==> src/rtl/ir_key_pkg.sv <==
// Shared key-code constants, FSM state encoding and digit decode for the IR keypad controller.
package ir_key_pkg;

  localparam logic [7:0] KEY_D0    = 8'h16;
  localparam logic [7:0] KEY_D1    = 8'h0C;
  localparam logic [7:0] KEY_D2    = 8'h18;
  localparam logic [7:0] KEY_D3    = 8'h5E;
  localparam logic [7:0] KEY_D4    = 8'h08;
  localparam logic [7:0] KEY_D5    = 8'h1C;
  localparam logic [7:0] KEY_D6    = 8'h5A;
  localparam logic [7:0] KEY_D7    = 8'h42;
  localparam logic [7:0] KEY_D8    = 8'h52;
  localparam logic [7:0] KEY_D9    = 8'h4A;
  localparam logic [7:0] KEY_PLUS  = 8'h15;
  localparam logic [7:0] KEY_MINUS = 8'h07;
  localparam logic [7:0] KEY_OK    = 8'h40;
  localparam logic [7:0] KEY_CLR   = 8'h44;

  typedef enum logic [1:0] {
    ST_IDLE   = 2'd0,
    ST_ENTRY  = 2'd1,
    ST_COMMIT = 2'd2
  } state_t;

  // Returns {hit, digit}; hit is 0 for any non-digit code.
  function automatic logic [4:0] decode_digit(input logic [7:0] code);
    logic [4:0] r;
    case (code)
      KEY_D0:  r = 5'h10;
      KEY_D1:  r = 5'h11;
      KEY_D2:  r = 5'h12;
      KEY_D3:  r = 5'h13;
      KEY_D4:  r = 5'h14;
      KEY_D5:  r = 5'h15;
      KEY_D6:  r = 5'h16;
      KEY_D7:  r = 5'h17;
      KEY_D8:  r = 5'h18;
      KEY_D9:  r = 5'h19;
      default: r = 5'h00;
    endcase
    return r;
  endfunction

endpackage

==> src/rtl/bcd4_incdec.sv <==
// Four-digit BCD increment/decrement by one; wraps 9999->0000 and 0000->9999.
module bcd4_incdec
  import ir_key_pkg::*;
(
  input  logic [15:0] value,
  input  logic        down,
  output logic [15:0] result
);

  always_comb begin
    logic       carry;
    logic [3:0] d;
    result = 16'h0000;
    carry  = 1'b1;
    for (int i = 0; i < 4; i++) begin
      d = value[i*4 +: 4];
      if (!carry) begin
        result[i*4 +: 4] = d;
      end else if (down) begin
        result[i*4 +: 4] = (d == 4'd0) ? 4'd9 : d - 4'd1;
        carry            = (d == 4'd0);
      end else begin
        result[i*4 +: 4] = (d == 4'd9) ? 4'd0 : d + 4'd1;
        carry            = (d == 4'd9);
      end
    end
  end

endmodule

==> src/rtl/ir_key_ctrl.sv <==
// IR remote keypad controller: 4-digit BCD entry, commit, +/- stepping with NEC repeat, entry timeout.
//
// state     | meaning
// ST_IDLE   | showing committed value; digits start entry, +/-/CLR edit committed value
// ST_ENTRY  | building the entry buffer; OK commits, timeout abandons
// ST_COMMIT | one cycle while commit_pulse is high; key events dropped
module ir_key_ctrl
  import ir_key_pkg::*;
#(
  parameter int CLK_FREQ   = 50_000_000,
  parameter int TIMEOUT_MS = 5000
) (
  input  logic        clk,
  input  logic        rst_n,
  input  logic [7:0]  key_code,
  input  logic        key_valid,
  input  logic        key_repeat,
  output logic [15:0] disp_data,
  output logic        entry_active,
  output logic        commit_pulse,
  output logic        led
);

  localparam int unsigned TO_CYCLES = TIMEOUT_MS * (CLK_FREQ / 1000);
  localparam int          TO_W      = $clog2(TO_CYCLES + 1);
  localparam logic [TO_W-1:0] TO_RELOAD = TO_W'(TO_CYCLES - 1);

  state_t          state;
  logic [15:0]     entry_buf;
  logic [15:0]     committed;
  logic [7:0]      last_key;
  logic [TO_W-1:0] to_cnt;

  logic [4:0]  dig;
  logic        is_dig, is_plus, is_minus, is_ok, is_clr, is_mapped;
  logic        last_step, rep_hit, step_down;
  logic [15:0] stepped;

  always_comb begin
    dig       = decode_digit(key_code);
    is_dig    = dig[4];
    is_plus   = (key_code == KEY_PLUS);
    is_minus  = (key_code == KEY_MINUS);
    is_ok     = (key_code == KEY_OK);
    is_clr    = (key_code == KEY_CLR);
    is_mapped = is_dig | is_plus | is_minus | is_ok | is_clr;
    last_step = (last_key == KEY_PLUS) || (last_key == KEY_MINUS);
    // key_valid takes priority, so a simultaneous repeat never gets a second step
    rep_hit   = key_repeat && !key_valid && (state == ST_IDLE) && last_step;
    step_down = key_valid ? is_minus : (last_key == KEY_MINUS);
  end

  bcd4_incdec u_incdec (
    .value  (committed),
    .down   (step_down),
    .result (stepped)
  );

  always_ff @(posedge clk or negedge rst_n) begin
    if (!rst_n) begin
      state        <= ST_IDLE;
      entry_buf    <= 16'h0000;
      committed    <= 16'h0000;
      last_key     <= 8'h00;
      to_cnt       <= '0;
      disp_data    <= 16'h0000;
      entry_active <= 1'b0;
      commit_pulse <= 1'b0;
      led          <= 1'b0;
    end else begin
      commit_pulse <= 1'b0;
      entry_active <= (state == ST_ENTRY);
      led          <= (committed != 16'h0000);
      disp_data    <= (state == ST_ENTRY) ? entry_buf : committed;

      case (state)
        ST_IDLE: begin
          if (key_valid) begin
            to_cnt <= TO_RELOAD;
            if (is_mapped) last_key <= key_code;
            if (is_dig) begin
              entry_buf <= {12'h000, dig[3:0]};
              state     <= ST_ENTRY;
            end else if (is_plus || is_minus) begin
              committed    <= stepped;
              commit_pulse <= 1'b1;
            end else if (is_clr) begin
              committed    <= 16'h0000;
              commit_pulse <= 1'b1;
            end
          end else if (key_repeat) begin
            to_cnt <= TO_RELOAD;
            if (rep_hit) begin
              committed    <= stepped;
              commit_pulse <= 1'b1;
            end
          end
        end

        ST_ENTRY: begin
          if (key_valid) begin
            to_cnt <= TO_RELOAD;
            if (is_mapped) last_key <= key_code;
            if (is_dig) begin
              entry_buf <= {entry_buf[11:0], dig[3:0]};
            end else if (is_ok) begin
              committed    <= entry_buf;
              commit_pulse <= 1'b1;
              state        <= ST_COMMIT;
            end else if (is_clr) begin
              entry_buf <= 16'h0000;
            end
          end else if (key_repeat) begin
            to_cnt <= TO_RELOAD;
          end else if (to_cnt == '0) begin
            entry_buf <= 16'h0000;
            state     <= ST_IDLE;
          end else begin
            to_cnt <= to_cnt - 1'b1;
          end
        end

        ST_COMMIT: state <= ST_IDLE;

        default: state <= ST_IDLE;
      endcase
    end
  end

endmodule

==> config.mk <==
export PLATFORM = sky130hd
export DESIGN_NAME = ir_key_ctrl
export DESIGN_NICKNAME = d
export VERILOG_FILES = /design/src/rtl/ir_key_pkg.sv /design/src/rtl/bcd4_incdec.sv /design/src/rtl/ir_key_ctrl.sv
export SDC_FILE = /design/constraint.sdc
export NUM_CORES = 1
export LEC_CHECK = 0
export BUFFER_PORTS_ARGS = -buffer_cell sky130_fd_sc_hd__clkbuf_2
export CAP_MARGIN = 15
export CORE_MARGIN = 3
export CORE_UTILIZATION = 61
export CTS_CLUSTER_SIZE = 20
export DETAILED_ROUTE_END_ITERATION = 6
export GPL_TIMING_DRIVEN = 1
export MAX_ROUTING_LAYER = met4
export PLACE_DENSITY = 0.8
export SETUP_SLACK_MARGIN = 0.5
export SLEW_MARGIN = 20
export SYNTH_ARGS = -nofsm -noshare
export SYNTH_HDL_FRONTEND = slang
export SYNTH_SLANG_ARGS = --single-unit
==> constraint.sdc <==
create_clock -name clk -period 2.85 [get_ports clk]
set_input_delay 0.57 -clock clk [delete_from_list [all_inputs] [get_ports clk]]
set_output_delay 0.57 -clock clk [all_outputs]
set_load 0.03 [all_outputs]
==> results of run 1 <==
## layout make-up
type | count | area share
Clock buffer | 9 | 0.02097
Clock inverter | 7 | 0.01123
Inverter | 29 | 0.01928
Multi-Input combinational cell | 418 | 0.4619
Sequential cell | 89 | 0.3773
Tap cell | 102 | 0.02161
Timing Repair Buffer | 76 | 0.08771
## registers in the layout, indices dropped and copies added, names as in the netlist
| name | count |
|---|---|
| led | 1 |
| entry_buf | 16 |
| commit_pulse | 1 |
| state | 2 |
| to_cnt | 28 |
| committed | 16 |
| entry_active | 1 |
| last_key | 8 |
| disp_data | 16 |
## cells by family (layout without fill, tap and decap cells)
group,Yosys count,count (layout),synth area share
AOI/OAI and AO/OA,140,140,0.1857
muxes,18,18,0.03778
and+or+nand+nor,235,235,0.2414
xor gates and xnor gates,23,23,0.03950
adders and majority gates,2,2,0.004906
DFF,89,89,0.4367
buffers and inverters,71,121,0.05397
## layer usage
metal | global-route usage | up-vias | part of all wire
li1 | - | 2205 | -
met1 | 0.3974 | 2302 | 0.45
met2 | 0.4054 | 255 | 0.45
met3 | 0.03446 | 27 | 0.080
met4 | 0.08839 | 0 | 0.020
met5 | - | - | 0
## power breakdown
group	leakage (nW)	internal (mW)	switching [mW]
Combinational	1.14	0.487	0.822
Sequential	1.10	1.46	0.234
Clock	0.0922	0.341	0.525
## repair_timing
action,CTS,global route
setup buffers,10,8
pin swaps,2,6
setup endpoints to repair,49,55
gates resized for setup,9,23
## cells in the mapped netlist, types with 5 or more instances
cell	n	share of area
o21ai_0	35	0.034
o31ai_1	6	0.0088
o221ai_1	10	0.017
or3_1	11	0.013
nor2_1	43	0.032
and2_1	7	0.0086
o22ai_1	20	0.025
xnor2_1	8	0.014
nand3b_1	6	0.0088
inv_1	28	0.021
nand3_1	18	0.018
or4_1	13	0.019
nand4_1	17	0.021
a31oi_1	9	0.011
mux2_2	10	0.022
nor2b_1	6	0.0074
a21oi_1	15	0.015
xor2_1	15	0.026
dfrtp_1	89	0.44
clkbuf_1	33	0.024
nor4_1	9	0.011
nor3_1	16	0.016
nand2_1	63	0.046
a221oi_1	5	0.0086
mux2i_1	8	0.016
## layout by cell type (no fill, tap or decap), types with 13 or more instances in the layout
| cell type | n |
|---|---|
| o21ai_0 | 34 |
| inv_1 | 26 |
| buf_4 | 44 |
| nand3_1 | 17 |
| nand2_1 | 62 |
| o22ai_1 | 20 |
| nor2_1 | 43 |
| dfrtp_1 | 88 |
| nand4_1 | 17 |
| nor3_1 | 13 |
| xor2_1 | 15 |
| a21oi_1 | 14 |
| clkbuf_2 | 29 |
## critical path: cells and delay by family (launching register included)
family	cells	cell delay (ps)
muxes	1	300
and+or+nand+nor	3	1160
AOI/OAI and AO/OA	2	520
buffers and inverters	1	170
DFF	1	400
## worst min-delay path by stage
stage	start	to	slack, ps
final	rst_n	committed[5]	210
after global routing	rst_n	disp_data[13]	260
after CTS	rst_n	entry_active	230
after detailed placement	last_key[5]	last_key[5]	480
after global placement	last_key[5]	last_key[5]	470
after floorplan	rst_n	commit_pulse	270
==> flow_summary.json, run 1 <==
{
  "cp.required_ps": 3100,
  "antenna_found_initial": 0,
  "fin_ws_ps": 181.3,
  "placed_cells": 696,
  "hpwl_mm": 8.743,
  "drv_cap": 0,
  "final_area_mm2": 0.005906,
  "place_ws_ps": 183.5,
  "fin_skew_ps": 15.63,
  "max_freq_ghz": 0.3747,
  "grt_max_degree": 52,
  "ys.flop_type": "dfrtp_1",
  "drive_above_1_share": 0.2118,
  "ant_nets": 0,
  "tns_ps": 0,
  "synth_edf_count": 0,
  "io_buffers": 30,
  "viasPerCell": 6.560,
  "core_area_mm2": 0.007928,
  "max_stage_delay_ps": 420,
  "grt_setup_unrepaired": "true",
  "die_x_um": 97.44,
  "die_y_um": 97.44,
  "final_util": 0.7449,
  "holdWs_ps": 209.0,
  "run_status": "complete, no violations",
  "synth_seq_cells": 89,
  "grt_pass1_vias": 4343,
  "netlist_area_mm2": 0.005100,
  "rrSetupSlack_ps": 180,
  "crit_path_end": "entry_buf[2]",
  "crit_chain": "or3_4 > or3_4 > or3_4 > o31a_1 > a211oi_4 > buf_6 > mux2_4",
  "drt_iter0_drc": 477,
  "final-max-slew-violation-count": 0,
  "syn_to_final_growth_pct": 15.80,
  "ys_types": 59,
  "grt_pass1_wl_mm": 21.04,
  "worst_path_most_repeated_cell": "or3_4",
  "avgSynthCellArea_um2": 8.823,
  "drt_pass1_iterations": 7,
  "synth_nets": 592,
  "via_count": 4789,
  "ff2ff_path_depth": 7,
  "ir_drop_mv": 0.4497,
  "finalWirelength_mm": 13.06,
  "fin_crit_sh": 0.9364,
  "fin_cells": 730,
  "register_area_mm2": 0.002228,
  "cp_slowest_cell": "or3_4",
  "r2r-end": "entry_buf[2]",
  "yosysWarnings": 0,
  "max_slew_margin": 0.4057,
  "fp-row-count": 32,
  "worstSetupStartpoint": "to_cnt[9]",
  "place.gp.congestion": 0.8909,
  "multi_input_area_mm2": 0.002728,
  "wl_per_cell_um": 17.88,
  "path_class": "flip-flop to flip-flop",
  "min_period_ps": 2669,
  "diodes": 0,
  "start_util": 0.6433,
  "clock_sinks": 89,
  "cp-start-kind": "flip-flop",
  "hold_path.class": "input pin to asynchronous set/reset pin",
  "worst_pin_slew_ps": 888.1,
  "place_area_mm2": 0.005453,
  "power_mw": 3.865,
  "async_flop_share": 1.000,
  "r2r-start": "to_cnt[9]",
  "power_leakage_nw": 2.328,
  "end_kind": "flip-flop",
  "setup_viol": 0,
  "cts_made_buffers": 9,
  "clk_pin_slew_worst_paths_ps": 110,
  "path_max_fanout": 6,
  "powerDensity_mw_per_mm2": 654.5,
  "fill_cells": 569,
  "dieArea_mm2": 0.009494,
  "syn_inst": 578,
  "grt_remaining_overflow": 0,
  "seq_area_frac_synth": 0.4367,
  "clockBufferDepth": 2,
  "htreeDepth": 3,
  "critPathArrivalTime_ps": 2920,
  "cts_tree": "yes",
  "cts.hold.buffers_added": 0,
  "nNetsFinal": 637,
  "ioPinCount": 31,
  "drc_errors": 0,
  "clkLatencyLatePin_ps": 380,
  "cts_root_buf": "clkbuf_8",
  "grt_use_total": 0.2744,
  "hold_viol": 0
}
No activity file was read; power rests on OpenSTA's default activity.
==> run 2, diff against run 1 <==
Settings changed: PLACE_DENSITY 0.8 to 0.86.
==> flow_summary.json, run 2 (synthesized netlist as in run 1, its figures left out) <==
{
  "run_status": "complete, no violations",
  "hpwl_mm": 8.911,
  "path_class": "flip-flop to flip-flop",
  "clkPwrFrac": 0.215,
  "dieArea_mm2": 0.009494,
  "multi_input_area_mm2": 0.002710,
  "p_sw_mw": 1.570,
  "cts_made_buffers": 9,
  "cp-start-kind": "flip-flop",
  "final_cell_mix": "dfrtp_1, nand2_1, nor2_1",
  "cts.hold.buffers_added": 0,
  "ant_nets": 0,
  "core_area_mm2": 0.007928,
  "grt_use_total": 0.2823,
  "diodes": 0,
  "setup_viol": 0,
  "powerDensity_mw_per_mm2": 661.1,
  "max_freq_ghz": 0.3800,
  "ioPinCount": 31,
  "grt_pass1_wl_mm": 21.47,
  "max_slew_margin": 0.3649,
  "fill_cells": 544,
  "min_period_ps": 2632,
  "drc_errors": 0,
  "pwr-share-comb": 0.344,
  "antenna_found_initial": 0,
  "place.gp.congestion": 0.9338,
  "io_buffers": 30,
  "power_leakage_nw": 2.288,
  "final_util": 0.7345,
  "drt_pass1_iterations": 5,
  "via_count": 4858,
  "fin_ws_ps": 218.4,
  "clock_sinks": 89,
  "crit_chain": "or3_4 > or3_4 > buf_4 > nor4_1 > buf_4 > or4_1 > nor2_1 > o32a_1",
  "place_area_mm2": 0.005385,
  "critPathArrivalTime_ps": 2890,
  "finalWirelength_mm": 13.68,
  "place_ws_ps": 143.0,
  "tns_ps": 0,
  "largest-register": "to_cnt",
  "swShare": 0.4078,
  "power.internal_mw": 2.280,
  "drt_iter0_drc": 518,
  "cp.depth": 8,
  "seqPwrFrac": 0.441,
  "path_delay_family": "simple AND/OR/NAND/NOR gates",
  "fp-row-count": 32,
  "largest_register_ffs": 28,
  "die_y_um": 97.44,
  "cp_slowest_cell": "nor4_1",
  "die_x_um": 97.44,
  "fin_cells": 721,
  "worst_pin_slew_ps": 949.1,
  "nNetsFinal": 628,
  "viasPerCell": 6.738,
  "grt_max_degree": 50,
  "clockBufferDepth": 2,
  "final_area_mm2": 0.005823,
  "drive_above_1_share": 0.1874,
  "ff2ff_path_depth": 8,
  "cts_tree": "yes",
  "final-max-slew-violation-count": 0,
  "path_buf_inv": 2,
  "path_max_fanout": 4,
  "fin_skew_ps": 12.36,
  "drv_cap": 0,
  "hold_viol": 0,
  "grt_pass1_vias": 4391,
  "ir_drop_mv": 0.5204,
  "rrSetupSlack_ps": 220,
  "start_util": 0.6433,
  "holdWs_ps": 218.9,
  "grt_remaining_overflow": 0,
  "syn_to_final_growth_pct": 14.18,
  "power_mw": 3.850,
  "clk_pin_slew_worst_paths_ps": 100,
  "layout_commonest_cell": "dfrtp_1",
  "end_kind": "flip-flop",
  "max_stage_delay_ps": 500,
  "wl_per_cell_um": 18.97,
  "register_area_mm2": 0.002227,
  "clkLatencyLatePin_ps": 370,
  "cts_root_buf": "clkbuf_8",
  "cp.required_ps": 3110,
  "htreeDepth": 3,
  "hold_path.class": "input pin to asynchronous set/reset pin",
  "grt_setup_unrepaired": "true",
  "fin_crit_sh": 0.9234,
  "placed_cells": 687
}
-- run 2: changes by cell type in the layout (fill, tap and decap cells not counted), sizes merged --
cell and change:
buf -9, clkinvlp +1, inv -3, clkbuf +2
-- run 2: final timing paths --
| kind | start | end |
|---|---|---|
| min in group clk | last_key[5] | last_key[5] |
| max in group asynchronous | rst_n | last_key[7] |
| max | to_cnt[10] | to_cnt[5] |
| max reg2reg | to_cnt[10] | to_cnt[5] |
| min | rst_n | commit_pulse |
| min reg2reg | last_key[5] | last_key[5] |
-- run 2: final cells by class --
class	instances	area share
clock buffers	11	0.02428
clock inverters	5	0.006876
inverters	29	0.01977
multi-input cells	418	0.4654
flip-flops and latches	89	0.3825
well taps	102	0.02192
repair buffers	67	0.07929
-- run 2: power by group through the flow --
stage / Sequential [mW] / Clock [mW] / Combinational (mW)
after floorplan: 1.73 / 0 / 0.844
after global placement: 1.70 / 0 / 1.20
after detailed placement: 1.71 / 0 / 1.23
after CTS: 1.68 / 0.825 / 1.25
after global routing: 1.73 / 0.896 / 1.43
final: 1.70 / 0.829 / 1.32
-- run 2: timing repair --
item | in CTS | in global routing
resized for setup | 10 | 20
endpoints found under the hold margin | 0 | 0
setup endpoints to repair | 49 | 57
pin swaps | 6 | 10
setup buffers | 5 | 13
-- run 2: worst register-to-register path: stages (launching register included) --
cell,delay (ps)
dfrtp_1,390
or3_4,400
or3_4,350
buf_4,150
nor4_1,500
buf_4,240
or4_1,140
nor2_1,50
o32a_1,300
-- run 2: routing by layer --
metal,track usage,share of wire,vias up,wire length (um)
met2,0.3896,0.44,352,6050
met1,0.4039,0.42,2272,5717
li1,-,-,2182,-
met4,0.1289,0.031,0,420
met3,0.05384,0.11,52,1485
met5,-,0,-,0
==> run 3, diff against run 2 <==
Clock period 2.85 ns to 2.6 ns, I/O delays scaled along.
==> flow_summary.json, run 3 (synthesized netlist as in run 1, its figures left out) <==
{
  "ioPinCount": 31,
  "worst_path_most_repeated_cell": "or3_4",
  "place.gp.congestion": 0.9406,
  "drt_pass1_iterations": 6,
  "grt_pass1_vias": 5154,
  "dieArea_mm2": 0.009494,
  "clkLatencyLatePin_ps": 370,
  "crit_chain": "or3_4 > or3_4 > or3_4 > o31a_1 > a211oi_4 > buf_6 > buf_4 > buf_6 > o22ai_1",
  "die_x_um": 97.44,
  "drive_above_1_share": 0.2894,
  "run_status": "complete, no violations",
  "max_freq_ghz": 0.3861,
  "r2r-start": "to_cnt[11]",
  "setup_viol": 0,
  "clockBufferDepth": 2,
  "final-max-slew-violation-count": 0,
  "ff2ff_path_depth": 9,
  "grt_remaining_overflow": 0,
  "core_area_mm2": 0.007928,
  "drc_errors": 0,
  "path_buf_inv": 3,
  "tns_ps": 0,
  "fin_ws_ps": 9.666,
  "ir_drop_mv": 0.5454,
  "drv_cap": 0,
  "powerDensity_mw_per_mm2": 706.8,
  "viasPerCell": 7.185,
  "drt_iter0_drc": 803,
  "finalWirelength_mm": 16.30,
  "max_stage_delay_ps": 400,
  "antenna_found_initial": 0,
  "htreeDepth": 3,
  "grt_max_degree": 51,
  "grt_setup_unrepaired": "true",
  "ant_nets": 0,
  "final_util": 0.8051,
  "largest-register": "to_cnt",
  "path_class": "flip-flop to flip-flop",
  "clock_sinks": 89,
  "cts_tree": "yes",
  "fin_crit_sh": 0.9963,
  "grt_use_total": 0.3308,
  "cp.required_ps": 2850,
  "hpwl_mm": 9.178,
  "clk_pin_slew_worst_paths_ps": 90,
  "path_delay_family": "simple AND/OR/NAND/NOR gates",
  "cts_root_buf": "clkbuf_8",
  "syn_to_final_growth_pct": 25.15,
  "power_leakage_nw": 2.575,
  "end_kind": "flip-flop",
  "path_max_fanout": 6,
  "grt_pass1_wl_mm": 25.00,
  "cp-start-kind": "flip-flop",
  "nNetsFinal": 662,
  "fp-row-count": 32,
  "place_area_mm2": 0.005652,
  "wl_per_cell_um": 21.59,
  "largest_register_ffs": 28,
  "final_cell_mix": "dfrtp_1, buf_4, nand2_1",
  "start_util": 0.6433,
  "rrSetupSlack_ps": 10,
  "io_buffers": 30,
  "worst_pin_slew_ps": 521.0,
  "min_period_ps": 2590,
  "cts_made_buffers": 9,
  "hold_viol": 0,
  "via_count": 5425,
  "cts.hold.buffers_added": 0,
  "cp_slowest_cell": "dfrtp_1",
  "fin_skew_ps": 15.37,
  "layout_commonest_cell": "dfrtp_1",
  "diodes": 0,
  "critPathArrivalTime_ps": 2840,
  "hold_path.class": "input pin to asynchronous set/reset pin",
  "place_ws_ps": 18.03,
  "final_area_mm2": 0.006382,
  "r2r-end": "entry_buf[7]",
  "die_y_um": 97.44,
  "max_slew_margin": 0.6526
}
run 3: worst max path at each step:
stage                    start            to  slack (ps)  depth (start not counted)
floorplan           to_cnt[10]  entry_buf[0]          80                          6
global placement    to_cnt[11]  entry_buf[2]          70                          6
global route        to_cnt[11]  entry_buf[8]         -80                          9
detailed placement  to_cnt[11]  entry_buf[0]          20                          6
CTS                 to_cnt[11]  entry_buf[0]          30                          7
finish              to_cnt[11]  entry_buf[7]          10                          9
run 3: worst reg2reg max path: cells and delay by family, from the launching register on:
family / cells / cell delay, ps
buffers and inverters: 3 / 390
flip-flops: 1 / 400
AND/OR/NAND/NOR: 3 / 1120
AO/OA/AOI/OAI: 3 / 580
run 3: where the power goes:
group | leakage, nW | total (mW) | switching (mW) | internal (mW)
Clock | 0.102 | 1.04 | 0.534 | 0.502
Sequential | 1.10 | 1.88 | 0.278 | 1.60
Combinational | 1.38 | 1.60 | 1.02 | 0.575
run 3: cell type report:
class                           instances  area, um^2
Sequential cell                        89        2236
Inverter                               29       111.4
Tap cell                              102       127.6
Clock inverter                          5       62.56
Fill cell                             438        1545
Timing Repair Buffer                  100       737.0
Clock buffer                           11       151.4
Multi-Input combinational cell        419        2957
run 3: per-stage QoR:
step                total power, mW  hold slack [ps]  std cells
floorplan                     2.867            224.4        578
global placement              3.205            490.6        710
detailed placement            3.274            503.8        710
CTS                           4.346            145.7        739
global route                  4.699            161.3        755
finish                        4.511            126.2        755
run 3: repair_timing:
item | 4_1_cts | 5_1_grt
endpoints found under the setup margin | 59 | 60
resized for setup | 36 | 28
setup buffers | 10 | 16
pin swaps | 23 | 14
cloned | 3 | 0
run 3: metal layers:
| layer | vias up | wire, um | global-route usage |
|---|---|---|---|
| met5 | - | 0 | - |
| met4 | 0 | 1028 | 0.1683 |
| met3 | 140 | 1973 | 0.06676 |
| met2 | 505 | 7258 | 0.4844 |
| met1 | 2514 | 6038 | 0.4387 |
| li1 | 2266 | - | - |
